## src/rtl/morse_pkg.sv

```systemverilog
// Purpose : shared symbol codes, event codes and the button-edge priority encoder.
// Latency : n/a (constants and a combinational helper only).
// Backpressure: n/a.
package morse_pkg;

   // Two-bit symbol codes stored per slot in a letter.
   localparam logic [1:0] SYM_NONE = 2'b00;
   localparam logic [1:0] SYM_DOT  = 2'b01;
   localparam logic [1:0] SYM_DASH = 2'b10;

   // One event is handled per tick.
   localparam logic [2:0] EV_NONE  = 3'd0;
   localparam logic [2:0] EV_DOT   = 3'd1;
   localparam logic [2:0] EV_DASH  = 3'd2;
   localparam logic [2:0] EV_SPACE = 3'd3;
   localparam logic [2:0] EV_END   = 3'd4;
   localparam logic [2:0] EV_CLEAR = 3'd5;

   // edges = {clear, endseq, space, dash, dot}; the highest-priority edge wins,
   // everything else seen on the same tick is discarded.
   function automatic logic [2:0] prio_event(input logic [4:0] edges);
      logic [2:0] ev;
      ev = EV_NONE;
      if (edges[4])      ev = EV_CLEAR;
      else if (edges[3]) ev = EV_END;
      else if (edges[2]) ev = EV_SPACE;
      else if (edges[1]) ev = EV_DASH;
      else if (edges[0]) ev = EV_DOT;
      return ev;
   endfunction

endpackage

```

## src/rtl/morse_letter_fifo.sv

```systemverilog
// Purpose : first-word-fall-through FIFO of completed letters, with flush.
// Latency : a push is visible on head_dat the clk after the push edge.
// Backpressure: push while full is dropped (push_drop) unless a pop happens in the same clk.
// Ports   : clk/rst_n; push/push_dat write; pop advances head; flush empties;
//           head_dat (0 when empty), full, empty, push_drop.
module morse_letter_fifo #(
   parameter int WIDTH = 8,
   parameter int DEPTH = 8
) (
   input  logic             clk,
   input  logic             rst_n,
   input  logic             push,
   input  logic [WIDTH-1:0] push_dat,
   input  logic             pop,
   input  logic             flush,
   output logic [WIDTH-1:0] head_dat,
   output logic             full,
   output logic             empty,
   output logic             push_drop
);

   localparam int AW = $clog2(DEPTH);

   // Extra MSB on each pointer distinguishes full from empty.
   logic [AW:0]      wr_ptr;
   logic [AW:0]      rd_ptr;
   logic [WIDTH-1:0] mem [DEPTH];
   logic             pop_ok;
   logic             push_ok;

   assign empty     = (wr_ptr == rd_ptr);
   assign full      = (wr_ptr[AW] != rd_ptr[AW]) && (wr_ptr[AW-1:0] == rd_ptr[AW-1:0]);
   // A flush wins over a pop in the same clk.
   assign pop_ok    = pop && !empty && !flush;
   // When full, a simultaneous pop frees the head slot, which the push reuses.
   assign push_ok   = push && !flush && (!full || pop_ok);
   assign push_drop = push && !flush && full && !pop_ok;
   assign head_dat  = empty ? '0 : mem[rd_ptr[AW-1:0]];

   always_ff @(posedge clk or negedge rst_n) begin
      if (!rst_n) begin
         wr_ptr <= '0;
         rd_ptr <= '0;
         for (int i = 0; i < DEPTH; i++) mem[i] <= '0;
      end else if (flush) begin
         wr_ptr <= '0;
         rd_ptr <= '0;
      end else begin
         if (push_ok) begin
            mem[wr_ptr[AW-1:0]] <= push_dat;
            wr_ptr              <= wr_ptr + (AW+1)'(1);
         end
         if (pop_ok) rd_ptr <= rd_ptr + (AW+1)'(1);
      end
   end

endmodule

```

## src/rtl/morse_producer_fifo.sv

```systemverilog
// Purpose : morse key front end; assembles dot/dash symbols into letters and queues them.
// Latency : an edge sampled on a tick is on letter_valid/letter_out the clk after that tick edge.
// Backpressure: consumer pops with rd_en; letters/symbols that do not fit set sticky overflow.
// Ports   : clk, Reset (async active-low); buttons Dot/Dash/Space/EndSeq/Clear; rd_en pop;
//           dot_buzzer/dash_buzzer tones; letter_out/letter_len/spa_end FIFO head;
//           letter_valid, full, overflow, sent (EndSeq accepted pulse).
module morse_producer_fifo
   import morse_pkg::*;
#(
   parameter int MAX_SYM   = 5,
   parameter int DEPTH     = 8,
   parameter int DIV       = 10,
   parameter int DOT_TICKS = 4
) (
   input  logic                           clk,
   input  logic                           Reset,
   input  logic                           Dot,
   input  logic                           Dash,
   input  logic                           Space,
   input  logic                           EndSeq,
   input  logic                           Clear,
   input  logic                           rd_en,
   output logic                           dot_buzzer,
   output logic                           dash_buzzer,
   output logic [2*MAX_SYM-1:0]           letter_out,
   output logic [$clog2(MAX_SYM+1)-1:0]   letter_len,
   output logic                           spa_end,
   output logic                           letter_valid,
   output logic                           full,
   output logic                           overflow,
   output logic                           sent
);

   localparam int LW = $clog2(MAX_SYM+1);
   localparam int BW = 2*MAX_SYM;
   localparam int EW = BW + LW + 1;
   localparam int CW = (DIV > 1) ? $clog2(DIV) : 1;
   localparam int TW = $clog2(3*DOT_TICKS+1);

   localparam logic [CW-1:0] DIV_LAST  = CW'(DIV-1);
   localparam logic [LW-1:0] MAX_CNT   = LW'(MAX_SYM);
   localparam logic [TW-1:0] DOT_LOAD  = TW'(DOT_TICKS);
   localparam logic [TW-1:0] DASH_LOAD = TW'(3*DOT_TICKS);

   logic [CW-1:0] div_cnt;
   logic          tick;
   logic [4:0]    btn_raw, sync1, sync2, prev, edges;
   logic [2:0]    ev;
   logic [1:0]    sym_code;
   logic [BW-1:0] bits;
   logic [LW-1:0] sym_cnt;
   logic [TW-1:0] timer;
   logic          buz_dash;
   logic          push, flush, push_drop, empty;
   logic [EW-1:0] head_dat;

   assign tick    = (div_cnt == DIV_LAST);
   assign btn_raw = {Clear, EndSeq, Space, Dash, Dot};
   // prev only moves on ticks, so an edge is a rise between two consecutive ticks.
   assign edges   = tick ? (sync2 & ~prev) : 5'b0;
   assign ev      = prio_event(edges);

   assign sym_code = (ev == EV_DASH) ? SYM_DASH : ((ev == EV_DOT) ? SYM_DOT : SYM_NONE);
   // Space on an empty letter carries nothing; EndSeq always pushes a terminator.
   assign push     = ((ev == EV_SPACE) && (sym_cnt != '0)) || (ev == EV_END);
   assign flush    = (ev == EV_CLEAR);

   assign dot_buzzer  = (timer != '0) && !buz_dash;
   assign dash_buzzer = (timer != '0) &&  buz_dash;

   assign letter_valid = !empty;
   assign {spa_end, letter_len, letter_out} = head_dat;

   morse_letter_fifo #(.WIDTH(EW), .DEPTH(DEPTH)) u_fifo (
      .clk       (clk),
      .rst_n     (Reset),
      .push      (push),
      .push_dat  ({(ev == EV_END), sym_cnt, bits}),
      .pop       (rd_en),
      .flush     (flush),
      .head_dat  (head_dat),
      .full      (full),
      .empty     (empty),
      .push_drop (push_drop)
   );

   always_ff @(posedge clk or negedge Reset) begin
      if (!Reset) begin
         div_cnt  <= '0;
         sync1    <= '0;
         sync2    <= '0;
         prev     <= '0;
         bits     <= '0;
         sym_cnt  <= '0;
         timer    <= '0;
         buz_dash <= 1'b0;
         overflow <= 1'b0;
         sent     <= 1'b0;
      end else begin
         div_cnt <= tick ? '0 : div_cnt + CW'(1);
         sync1   <= btn_raw;
         sync2   <= sync1;
         if (tick) prev <= sync2;
         sent    <= (ev == EV_END) && !push_drop;

         if (tick && (timer != '0)) timer <= timer - TW'(1);

         case (ev)
            EV_DOT, EV_DASH: begin
               if (sym_cnt < MAX_CNT) begin
                  for (int i = 0; i < MAX_SYM; i++)
                     if (sym_cnt == LW'(i)) bits[2*i +: 2] <= sym_code;
                  sym_cnt  <= sym_cnt + LW'(1);
                  // A new symbol restarts the timer and hands the tone to its own buzzer.
                  timer    <= (ev == EV_DOT) ? DOT_LOAD : DASH_LOAD;
                  buz_dash <= (ev == EV_DASH);
               end else begin
                  overflow <= 1'b1;
               end
            end
            EV_SPACE, EV_END: begin
               bits    <= '0;
               sym_cnt <= '0;
            end
            EV_CLEAR: begin
               bits     <= '0;
               sym_cnt  <= '0;
               timer    <= '0;
               overflow <= 1'b0;
            end
            default: ;
         endcase

         if (push_drop) overflow <= 1'b1;
      end
   end

endmodule

```

## config.mk

```make
export PLATFORM = sky130hd
export DESIGN_NAME = morse_producer_fifo
export DESIGN_NICKNAME = d
export VERILOG_FILES = /design/src/rtl/morse_pkg.sv /design/src/rtl/morse_letter_fifo.sv /design/src/rtl/morse_producer_fifo.sv
export SDC_FILE = /design/constraint.sdc
export NUM_CORES = 1
export LEC_CHECK = 0
export ABC_AREA = 1
export BUFFER_PORTS_ARGS = -buffer_cell sky130_fd_sc_hd__buf_4
export CORE_MARGIN = 2
export CORE_UTILIZATION = 40
export CTS_BUF_LIST = sky130_fd_sc_hd__clkbuf_16
export DETAILED_ROUTE_END_ITERATION = 10
export MAX_ROUTING_LAYER = met4
export PLACE_DENSITY_LB_ADDON = 0.15
export SETUP_SLACK_MARGIN = 0.05
export SYNTH_ARGS = -nofsm -noshare
export SYNTH_HDL_FRONTEND = slang
export SYNTH_SLANG_ARGS = --single-unit
export TNS_END_PERCENT = 5
```

## constraint.sdc

```tcl
create_clock -name clk -period 1.8 [get_ports clk]
set_input_delay 0 -clock clk [delete_from_list [all_inputs] [get_ports clk]]
set_output_delay 0 -clock clk [all_outputs]
set_load 0.01 [all_outputs]
```

==> impl_summary.txt <==
----------------------------------------------------
[Setup path]
  Critical path endpoint category ... output port
  Crit path from ... u_fifo.rd_ptr[0]$_DFFE_PN0P_
  FF-to-FF Start ... u_fifo.rd_ptr[0]$_DFFE_PN0P_
  Data arrival, critical path ... 1.94 ns
  Kind of start point of the critical path ... flop
  Category of the critical setup timing path ... reg2out
  Worst reg2reg setup slack ... -0.11 ns
  Highest net fanout along the worst path ... 6
  Req. time, crit path ... 1.80 ns
  Cell depth of the worst flop-to-flop path ... 9

[Placed design]
  Setup slack at placement ... -0.0917 ns
  Weighted congestion reported at the end of routability-driven placement ... 0.864
  DP Area ... a little under 9000 sq um
  Post-DP HPWL ... 15,100 um
  Port bufs ... 27

[Clock network]
  TritonCTS clock tree ... yes
  Insertion delay to the later sink of the worst-skew pair ... 0.44 ns
  Library cell used as clock root buffer ... clkbuf_16
  Clock-pin transition on the worst setup and hold timing paths ... 0.07 ns
  Bufs on Longest Clock Path ... 2
  Total number of clock tree sinks ... about 160
  H-tree levels ... 4
  Total clock buffers created by CTS ... 17

[Power]
  Design Power ... between 10 and 15 mW
  Leak ... approximately 5.3 nW
  Pwr Density ... about 1300 nW/um^2
  Max VDD drop ... roughly 700 uV

[Timing]
  Count of final setup violators ... approximately 130
  Max Clock Skew ... 0.00952 ns
  Achievable frequency ... 514 MHz
  Number of max-slew violations in the final report ... 0
  Final worst setup slack ... -0.145 ns
  Worst slew margin ... 66.6%
  RSZ-0062 raised after global routing ... yes
  Pin slew with the least headroom to its limit ... 0.501 ns
  Part of the cycle the worst path needs ... 108%
  Final Hold Slack ... between 0.08 and 0.09 ns
  Post-route minimum period ... 1.94 ns
  Number of endpoints with negative hold slack in the final report ... 0

[Floorplan]
  Count of standard-cell rows ... 51
  Width of the die ... roughly 150 um
  Initial standard-cell utilization of the core ... 40.9%
  Y dimension of the die ... roughly 150 um
  Floorplan Core Area ... 19,500 sq um
  Top-Level Pins ... 28
  DIE AREA ... 21,000 sq um

[GRT]
  Global-route wire length before repair ... 40,300 um
  Total gr overflow ... 0
  Overall Global Routing Usage ... between 20% and 30%
  Via count of the first global-routing pass ... 7,289
  Number of antenna violations at the first check in global routing ... 0
  Largest net degree at the start of global routing ... 49

[Logic synthesis]
  Post-synthesis cell area ... 7950 sq um
  Number of cells produced by synthesis ... roughly 1,000
  Synthesized area per cell ... between 7 and 8 sq um
  Number of synthesized register bits ... 159
  Yosys synthesis warning count ... 0
  Sequential fraction of the synthesis area ... 50.0%
  Syn_nets ... between 1,000 and 1,500
  Number of different library cells in the post-synthesis netlist ... 27

[Hold path]
  Worst min-delay path class ... in2async

[Finish]
  Relative area change from synthesis to final layout ... 30.7%
  Antenna cell count ... 0
  Fill count ... 1,819
  Share of cells above drive strength 1 ... 23.1%
  # nets final ... ~1,100
  Final standard cell area without fillers ... 10,400 sq um

[Route]
  Remaining DRCs ... 0
  Initial DRT Pass Iterations ... 5
  Total wirelength of the detailed-routed design ... about 25,000 um
  Detail-routed via count per cell ... ~5.4
  Number of vias after detailed routing ... 7,338
  Antenna-violating nets left ... 0
  DR WL/cell ... between 15 and 20 um
  DR iter-0 viols ... approximately 710

[Outcome]
  Outcome ... complete, but fails checks
  Violated checks ... negative setup slack

[Job]
  Max-cap violation count ... 0

----------------------------------------------------
[metrics by stage]
stage	std cells	util [%]	setup TNS (ns)
3_3_place_gp	1292	45.9	-3.80
5_1_grt	1355	53.4	-24.62
2_1_floorplan	995	-	0
3_5_place_dp	1292	45.9	-6.63
6_report	1355	53.4	-10.10
4_1_cts	1352	52.1	-7.61
[synthesized netlist by cell type]
| cell | instances | area (sq um) |
|---|---|---|
| dfrtp_1 | 159 | 3980 |
| nor2_2 | 2 | 12.5 |
| nor2_4 | 1 | 11.3 |
| inv_1 | 38 | 143 |
| o22ai_1 | 28 | 175 |
| nand4_1 | 120 | 751 |
| clkbuf_1 | 42 | 158 |
| inv_2 | 4 | 15.0 |
| o21ai_0 | 91 | 455 |
| buf_1 | 1 | 3.75 |
| o21ai_1 | 3 | 15.0 |
| nor2_1 | 110 | 413 |
| buf_2 | 22 | 110 |
| xnor2_1 | 1 | 8.76 |
| nand3_1 | 19 | 95.1 |
| nand3_4 | 1 | 17.5 |
| nor3_1 | 4 | 20.0 |
| mux2_2 | 1 | 11.3 |
| nand2_4 | 3 | 33.8 |
| nand2_1 | 299 | 1120 |
| ha_1 | 8 | 100 |
| buf_6 | 4 | 45.0 |
| a21oi_1 | 8 | 40.0 |
| nand2_2 | 2 | 12.5 |
| xor2_1 | 5 | 43.8 |
| nand3_2 | 8 | 80.1 |
| buf_4 | 11 | 82.6 |
[where the power goes]
part	leakage [nW]	switching, mW	internal, mW
Clock	0.319	1.67	2.38
Combinational	2.85	3.42	2.68
Sequential	2.15	0.146	3.71
[what timing repair did]
item	4_1_cts	5_1_grt
hold endpoints to repair	168	0
pin swaps	23	24
gates cloned	6	3
setup buffers	15	2
setup endpoints to repair	147	154
hold buffers	7	0
resized for setup	82	70
[path summary, 6_finish.rpt]
kind                                              end
setup reg to reg           u_fifo.mem[60]$_DFFE_PN0P_
hold / removal             u_fifo.mem[99]$_DFFE_PN0P_
setup / recovery                        letter_out[0]
hold reg to reg                    sync2[1]$_DFF_PN0_
min in group clk                   sync1[2]$_DFF_PN0_
max in group asynchronous  u_fifo.mem[40]$_DFFE_PN0P_
[worst max-delay path, stage by stage, from the launching register on]
cell	delay, ns
dfrtp_2	0.43
clkinvlp_4	0.12
buf_6	0.14
buf_12	0.12
nor2_1	0.04
o22ai_2	0.21
nor2_1	0.09
nor2_1	0.19
buf_4	0.16
[logic make-up after synthesis]
| family | Yosys count | share of synthesized area, % |
|---|---|---|
| muxes | 1 | 0.142 |
| buffers and inverters | 122 | 7.00 |
| AOI/OAI and AO/OA | 130 | 8.62 |
| and+or+nand+nor | 569 | 32.3 |
| adders and majority gates | 8 | 1.26 |
| DFF | 159 | 50.0 |
| xor gates and xnor gates | 6 | 0.661 |
[metal layers]
metal  vias up  part of all wire (%)  track usage, %
li1       3526                     -               -
met1      3591                    45            32.3
met2       173                    48            39.8
met3        48                   4.1            4.03
met4         0                   2.7            8.96
met5         -                     0               -
[cell usage in the layout, fill, tap and decap left out, types with 5 or more instances in the layout]
cell type / n
xor2_1: 5
nand3_2: 9
o21ai_0: 46
nand4_1: 120
o21ai_2: 18
inv_1: 36
dlygate4sd3_1: 7
nand2_1: 294
dfrtp_1: 158
nand3_1: 17
o22ai_2: 13
nor2_2: 16
o22ai_1: 15
o21ai_1: 27
a21oi_1: 8
buf_4: 93
ha_1: 8
nor2_1: 94
buf_6: 13
clkbuf_16: 19
buf_12: 20
nand2_4: 5
[flip-flops by register name (all words and copies together) (netlist names), 4 cells and up]
register / cells
u_fifo.mem: 112
timer: 4
sync2: 5
prev: 5
div_cnt: 4
bits: 10
sync1: 5
u_fifo.wr_ptr: 4
u_fifo.rd_ptr: 4
[cell type report]
| class | count | area (sq um) | area share (%) |
|---|---|---|---|
| inverters | 42 | 164 | 1.58 |
| clock buffers | 17 | 425 | 4.09 |
| clock inverters | 15 | 224 | 2.15 |
| repair buffers | 142 | 1540 | 14.8 |
| well taps | 265 | 332 | 3.19 |
| flip-flops and latches | 159 | 3980 | 38.3 |
| multi-input cells | 715 | 3730 | 35.9 |
No activity file was read; power rests on OpenSTA's default activity.
